[config.mk]
export PLATFORM = sky130hd
export DESIGN_NAME = fifo_ctrl_flat
export DESIGN_NICKNAME = d
export VERILOG_FILES = /design/src/rtl/fifo_ctrl_if.sv /design/src/rtl/fifo_ctrl.sv /design/src/flat_wrapper.sv
export SDC_FILE = /design/constraint.sdc
export NUM_CORES = 1
export LEC_CHECK = 0
export BUFFER_PORTS_ARGS = -buffer_cell sky130_fd_sc_hd__buf_2
export CAP_MARGIN = 40
export CORE_MARGIN = 10
export CORE_UTILIZATION = 51
export CTS_CLUSTER_DIAMETER = 50
export DETAILED_ROUTE_END_ITERATION = 7
export PLACE_DENSITY = 0.81
export SETUP_SLACK_MARGIN = 0.05
export SLEW_MARGIN = 20
export SYNTH_ARGS = -nofsm -noshare
export SYNTH_HDL_FRONTEND = slang
export SYNTH_SLANG_ARGS = --single-unit
[constraint.sdc]
create_clock -name clk -period 3.55 [get_ports clk]
set_input_delay 0.1775 -clock clk [delete_from_list [all_inputs] [get_ports clk]]
set_output_delay 0.1775 -clock clk [all_outputs]
set_load 0.02 [all_outputs]
[src/rtl/fifo_ctrl_if.sv]
// Handshake and SRAM-side signal bundle for fifo_ctrl.
// The slave modport is the controller; the master modport is its client and SRAM.
interface fifo_ctrl_if #(
  parameter int DATA_WIDTH = 8,
  parameter int BUS_WIDTH  = 8
);
  logic                  push;
  logic [DATA_WIDTH-1:0] push_data;
  logic                  pop;
  logic [DATA_WIDTH-1:0] pop_data;
  logic                  pop_valid;
  logic                  full;
  logic                  empty;
  logic                  almost_full;
  logic [BUS_WIDTH:0]    count;
  logic                  overflow;
  logic                  underflow;
  logic                  sram_cs;
  logic                  sram_rd_en;
  logic                  sram_wr_en;
  logic [BUS_WIDTH-1:0]  sram_read_addr;
  logic [BUS_WIDTH-1:0]  sram_write_addr;
  logic [DATA_WIDTH-1:0] sram_din;
  logic [DATA_WIDTH-1:0] sram_dout;

  modport slave (
    input  push, push_data, pop, sram_dout,
    output pop_data, pop_valid, full, empty, almost_full, count,
           overflow, underflow, sram_cs, sram_rd_en, sram_wr_en,
           sram_read_addr, sram_write_addr, sram_din
  );

  modport master (
    output push, push_data, pop, sram_dout,
    input  pop_data, pop_valid, full, empty, almost_full, count,
           overflow, underflow, sram_cs, sram_rd_en, sram_wr_en,
           sram_read_addr, sram_write_addr, sram_din
  );
endinterface

[src/rtl/fifo_ctrl.sv]
// FIFO controller around an external single-cycle-latency SRAM.
// Pointers carry a wrap bit so full and empty are distinguished without extra state.
module fifo_ctrl #(
  parameter int DATA_WIDTH  = 8,
  parameter int BUS_WIDTH   = 8,
  parameter int AFULL_LEVEL = 2**BUS_WIDTH - 2
) (
  input logic       clk,
  input logic       rst_n,
  fifo_ctrl_if.slave bus
);

  localparam logic [BUS_WIDTH:0] AFULL_THR = (BUS_WIDTH+1)'(AFULL_LEVEL);
  localparam logic [BUS_WIDTH:0] ONE       = (BUS_WIDTH+1)'(1);

  logic [BUS_WIDTH:0] wptr;
  logic [BUS_WIDTH:0] rptr;
  logic [BUS_WIDTH:0] count_q;
  logic               pop_valid_q;
  logic               almost_full_q;
  logic               overflow_q;
  logic               underflow_q;
  logic               full_w;
  logic               empty_w;
  logic               push_acc;
  logic               pop_acc;

  // Acceptance is gated by reset so no SRAM strobe escapes while rst_n is low.
  assign empty_w  = (wptr == rptr);
  assign full_w   = (wptr[BUS_WIDTH-1:0] == rptr[BUS_WIDTH-1:0]) &&
                    (wptr[BUS_WIDTH] != rptr[BUS_WIDTH]);
  assign push_acc = rst_n & bus.push & ~full_w;
  assign pop_acc  = rst_n & bus.pop  & ~empty_w;

  assign bus.sram_wr_en      = push_acc;
  assign bus.sram_rd_en      = pop_acc;
  assign bus.sram_cs         = push_acc | pop_acc;
  assign bus.sram_din        = bus.push_data;
  assign bus.sram_write_addr = wptr[BUS_WIDTH-1:0];
  assign bus.sram_read_addr  = rptr[BUS_WIDTH-1:0];

  assign bus.pop_data    = bus.sram_dout;
  assign bus.pop_valid   = pop_valid_q;
  assign bus.full        = full_w;
  assign bus.empty       = empty_w;
  assign bus.count       = count_q;
  assign bus.almost_full = almost_full_q;
  assign bus.overflow    = overflow_q;
  assign bus.underflow   = underflow_q;

  // almost_full samples the pre-edge count, so it trails count by one cycle.
  always_ff @(posedge clk or negedge rst_n) begin
    if (!rst_n) begin
      wptr          <= '0;
      rptr          <= '0;
      count_q       <= '0;
      pop_valid_q   <= 1'b0;
      almost_full_q <= 1'b0;
      overflow_q    <= 1'b0;
      underflow_q   <= 1'b0;
    end else begin
      if (push_acc) begin
        wptr <= wptr + ONE;
      end
      if (pop_acc) begin
        rptr <= rptr + ONE;
      end
      if (push_acc && !pop_acc) begin
        count_q <= count_q + ONE;
      end else if (pop_acc && !push_acc) begin
        count_q <= count_q - ONE;
      end
      pop_valid_q   <= pop_acc;
      almost_full_q <= (count_q >= AFULL_THR);
      overflow_q    <= bus.push & ~push_acc;
      underflow_q   <= bus.pop  & ~pop_acc;
    end
  end

endmodule

[src/flat_wrapper.sv]
// flat-port wrapper written by rule: the top's interface ports become plain ports
module fifo_ctrl_flat 
#(
  parameter int DATA_WIDTH  = 8,
  parameter int BUS_WIDTH   = 8,
  parameter int AFULL_LEVEL = 2**BUS_WIDTH - 2
)
  (clk, rst_n, bus_push, bus_push_data, bus_pop, bus_sram_dout, bus_pop_data, bus_pop_valid, bus_full, bus_empty, bus_almost_full, bus_count, bus_overflow, bus_underflow, bus_sram_cs, bus_sram_rd_en, bus_sram_wr_en, bus_sram_read_addr, bus_sram_write_addr, bus_sram_din);
  fifo_ctrl_if #(.DATA_WIDTH(DATA_WIDTH), .BUS_WIDTH(BUS_WIDTH)) bus_i ();
  input logic clk;
  input logic rst_n;
  input wire logic [$bits(bus_i.push)-1:0] bus_push;
  input wire logic [$bits(bus_i.push_data)-1:0] bus_push_data;
  input wire logic [$bits(bus_i.pop)-1:0] bus_pop;
  input wire logic [$bits(bus_i.sram_dout)-1:0] bus_sram_dout;
  output wire logic [$bits(bus_i.pop_data)-1:0] bus_pop_data;
  output wire logic [$bits(bus_i.pop_valid)-1:0] bus_pop_valid;
  output wire logic [$bits(bus_i.full)-1:0] bus_full;
  output wire logic [$bits(bus_i.empty)-1:0] bus_empty;
  output wire logic [$bits(bus_i.almost_full)-1:0] bus_almost_full;
  output wire logic [$bits(bus_i.count)-1:0] bus_count;
  output wire logic [$bits(bus_i.overflow)-1:0] bus_overflow;
  output wire logic [$bits(bus_i.underflow)-1:0] bus_underflow;
  output wire logic [$bits(bus_i.sram_cs)-1:0] bus_sram_cs;
  output wire logic [$bits(bus_i.sram_rd_en)-1:0] bus_sram_rd_en;
  output wire logic [$bits(bus_i.sram_wr_en)-1:0] bus_sram_wr_en;
  output wire logic [$bits(bus_i.sram_read_addr)-1:0] bus_sram_read_addr;
  output wire logic [$bits(bus_i.sram_write_addr)-1:0] bus_sram_write_addr;
  output wire logic [$bits(bus_i.sram_din)-1:0] bus_sram_din;
  assign bus_i.push = bus_push;
  assign bus_i.push_data = bus_push_data;
  assign bus_i.pop = bus_pop;
  assign bus_i.sram_dout = bus_sram_dout;
  assign bus_pop_data = bus_i.pop_data;
  assign bus_pop_valid = bus_i.pop_valid;
  assign bus_full = bus_i.full;
  assign bus_empty = bus_i.empty;
  assign bus_almost_full = bus_i.almost_full;
  assign bus_count = bus_i.count;
  assign bus_overflow = bus_i.overflow;
  assign bus_underflow = bus_i.underflow;
  assign bus_sram_cs = bus_i.sram_cs;
  assign bus_sram_rd_en = bus_i.sram_rd_en;
  assign bus_sram_wr_en = bus_i.sram_wr_en;
  assign bus_sram_read_addr = bus_i.sram_read_addr;
  assign bus_sram_write_addr = bus_i.sram_write_addr;
  assign bus_sram_din = bus_i.sram_din;
  fifo_ctrl #(.DATA_WIDTH(DATA_WIDTH), .BUS_WIDTH(BUS_WIDTH), .AFULL_LEVEL(AFULL_LEVEL)) u_core (.clk(clk), .rst_n(rst_n), .bus(bus_i));
endmodule
==> metrics.md <==
| Metric | Value |
|---|---|
| Min cycle time layout | `3289 ps` |
| Post-Layout Cell Count | `274` |
| Vias in the first global route | `1633` |
| First-pass detailed-route iteration total | `4` |
| Synth warnings | `0` |
| Startpoint Class | `register` |
| Clock transition at path regs | `70 ps` |
| Worst path top cell family by delay | `simple AND/OR/NAND/NOR gates` |
| H-tree depth | `2` |
| Via-per-instance ratio | `5.431` |
| Status | `finished clean` |
| Total gr overflow | `0` |
| Core box area | `0.003971 sq mm` |
| Std-Cell Rows | `23` |
| Total power | `0.002037 W` |
| Leak Pwr | `1.117 nW` |
| Fill cells | `358` |
| Setup Viol. Count Final | `0` |
| Io pins | `70` |
| Via count of the routed design | `1488` |
| Combinational Power Share | `0.534` |
| CP bufs+invs | `3` |
| Clock Path Buffers | `2` |
| Area delta synth->final | `7.637%` |
| Clock Skew | `5.068 ps` |
| Net Switching | `0.0009217 W` |
| Part of the power in registers | `0.327` |
| CTS tree | `built` |
| Antenna Cells | `0` |
| Drt total wl | `4374 microns` |
| Clk pwr share | `0.139` |
| Top FF cell, synth | `dfrtp_1` |
| Cells along the critical path | `xor2_1 > nor4_2 > buf_4 > and4_1 > nor2_4 > inv_1 > ha_1 > inv_1 > ha_1 > a21oi_2 > o21ai_0 > o21a_1 > or3_1 > a31o_2` |
| Pwr/cell area | `909.3 mW/mm^2` |
| Post-synth top area cell | `dfrtp_1` |
| Syn_area_per_cell | `10.10 sq um` |
| Switch share | `0.4525` |
| Slowest stage delay, CP | `440 ps` |
| Final worst path period share | `0.9265` |
| All-Layer GR Usage | `0.1295` |
| Async SR Flop Fraction | `1.000` |
| Worst setup EP type | `register` |
| Placed insts | `265` |
| Post-Synthesis Cell Area | `0.002081 sq mm` |
| Slew Viols, Final | `0` |
| Number of distinct library cells after synthesis | `43` |
| Least-Margin Pin Slew | `376.2 ps` |
| Layout cells sized above 1 | `0.2857` |
| DRT iter0 DRCs | `72` |
| Top cell type's share of synthesized area | `0.3728` |
| First-pass GRT wire length | `7617 microns` |
| Final net count | `256` |
| RD Place Congestion | `0.8709` |
| Worst path required time | `3730 ps` |
| Largest net degree at the start of global routing | `22` |
| Die width | `83.88 microns` |
| Max_cap viols | `0` |
| Endpoints failing hold | `0` |
| Worst-Skew Late Latency | `280 ps` |
| Sequential fraction of the synthesis area | `0.3728` |
| Clock tree sinks | `31` |
| Crit-path max FO | `7` |
| Port-buffer cells | `37` |
| Initial core utilization | `0.5239` |
| Antenna violations before repair | `0` |
| Wirelength per Cell | `15.96 microns` |
| Critical path type | `register to register` |
| #FFs+latches synth | `31` |
| DP HPWL | `3351 microns` |
| Reg2Reg Setup Slack | `260 ps` |
| Crit path max-delay cell type | `dfrtp_1` |
| IR drop worst, VDD | `0.0005149 V` |
| Clock root cell | `clkbuf_8` |
| Die height | `83.88 microns` |
| Die footprint | `0.007035 sq mm` |
| Fmax | `304.0 MHz` |
| Leading post-synthesis cells by cell area | `dfrtp_1 37%, buf_4 12%, xor2_1 7.6%` |
| TNS Setup | `0 ps` |
| Post-Synthesis Cells | `206` |
| Worst min path class | `primary input to register` |
| Internal | `0.001115 W` |
| Post-synth EDFFs | `0` |
| DRC viols | `0` |
| TritonCTS Buffers | `5` |
| RSZ-0062 raised after global routing | `no` |
| Final antenna-violating net count | `0` |
| Critical path arrival | `3460 ps` |
| Post-Syn Nets | `238` |
| Slew headroom | `0.7475` |
[area by class of cell]
class | count | area, sq um | share of cell area
clock buffer | 6 | 82.58 | 0.03687
timing repair buffer | 45 | 247.7 | 0.1106
sequential | 31 | 775.7 | 0.3464
multi-input combinational | 132 | 1032 | 0.4609
tap | 50 | 62.56 | 0.02793
inverter | 9 | 33.78 | 0.01508
clock inverter | 1 | 5.005 | 0.002235
[routing by layer]
layer / global-route usage / wire (microns) / vias to the layer above
li1: - / - / 723
met1: 0.1458 / 1902 / 719
met2: 0.2153 / 2146 / 38
met5: 0 / 0 / -
met3: 0.04492 / 242 / 8
met4: 0.05632 / 82 / 0
[sequential cells by signal (all words and copies together), names as in the netlist]
| signal | flops |
|---|---|
| u_core.bus.almost_full | 1 |
| u_core.bus.count | 9 |
| u_core.bus.overflow | 1 |
| u_core.bus.pop_valid | 1 |
| u_core.bus.underflow | 1 |
| u_core.rptr | 9 |
| u_core.wptr | 9 |
[per-stage QoR]
| stage | hold WS [ps] | setup slack, ps | util | cell area (sq um) |
|---|---|---|---|---|
| after CTS | 153.6 | 184.0 | 0.5580 | 2216 |
| after global routing | 162.8 | 60.97 | 0.5640 | 2240 |
| final | 162.7 | 261.1 | 0.5640 | 2240 |
| after floorplan | -118.1 | 208.2 | - | 2081 |
| after global placement | 206.8 | 271.8 | 0.5334 | 2118 |
| after detailed placement | 205.9 | 199.4 | 0.5334 | 2118 |
[power groups by stage]
stage	clock network [W]	registers (W)	logic, W
2_1_floorplan	0	0.000702	0.000822
3_3_place_gp	0	0.000663	0.00103
3_5_place_dp	0	0.000665	0.00105
4_1_cts	0.000288	0.000663	0.00106
5_1_grt	0.000307	0.000694	0.00120
6_report	0.000282	0.000666	0.00109
[cells in the final DEF, fill, tap and decap left out, types with 5 or more instances in the layout]
cell,n
clkbuf_8,6
nand3_1,9
ha_1,10
nand2_1,11
nor2_1,5
inv_1,9
xor2_1,18
buf_2,37
xnor2_1,11
buf_4,7
dfrtp_1,31
and3_1,5
nor3_1,6
[synth_stat cells (all sizes together), types with 2 or more instances]
| library cell | n |
|---|---|
| inv | 9 |
| nor3 | 6 |
| o31a | 2 |
| and4 | 2 |
| dfrtp | 31 |
| ha | 11 |
| nor4 | 5 |
| mux2 | 5 |
| nand3 | 9 |
| o211ai | 2 |
| o31ai | 2 |
| o21a | 4 |
| xnor2 | 11 |
| or3 | 2 |
| nand2 | 11 |
| a21oi | 4 |
| nor2b | 5 |
| nand4 | 4 |
| xor2 | 18 |
| nor2 | 6 |
| o21ai | 4 |
| and3 | 5 |
| buf | 33 |
[cells by family (layout without fill, tap and decap cells)]
group,Yosys count,count (layout),synth area share
DFF,31,31,0.3728
buffers and inverters,43,61,0.1389
muxes,6,6,0.03548
and+or+nand+nor,58,58,0.1624
AOI/OAI and AO/OA,27,27,0.09261
adders and majority gates,12,12,0.07577
xor gates and xnor gates,29,29,0.1221
[repair_timing]
item / 4_1_cts / 5_1_grt
gates resized for setup: 0 / 2
endpoints found under the hold margin: 31 / 0
endpoints found under the setup margin: 0 / 3
hold buffers: 1 / 0
setup buffers: 0 / 1
[worst register-to-register path: stages, from the launching register on]
cell and delay, ps:
dfrtp_1 440, xor2_1 190, nor4_2 250, buf_4 160, and4_1 260, nor2_4 70, inv_1 80, ha_1 160
inv_1 150, ha_1 340, a21oi_2 180, o21ai_0 150, o21a_1 200, or3_1 300, a31o_2 240
[final timing paths]
kind / from / end / cells after the start
setup / recovery: u_core.rptr[0]$_DFFE_PN0P_ / u_core.bus.count[5]$_DFFE_PN0P_ / 14
hold / removal: bus_push / u_core.bus.overflow$_DFF_PN0_ / 2
setup reg to reg: u_core.rptr[0]$_DFFE_PN0P_ / u_core.bus.count[5]$_DFFE_PN0P_ / 14
hold reg to reg: u_core.rptr[8]$_DFFE_PN0P_ / u_core.rptr[8]$_DFFE_PN0P_ / 1
max in group asynchronous: rst_n / u_core.rptr[4]$_DFFE_PN0P_ / 3
min in group asynchronous: rst_n / u_core.bus.count[4]$_DFFE_PN0P_ / 3
No activity file was read; power rests on OpenSTA's default activity.
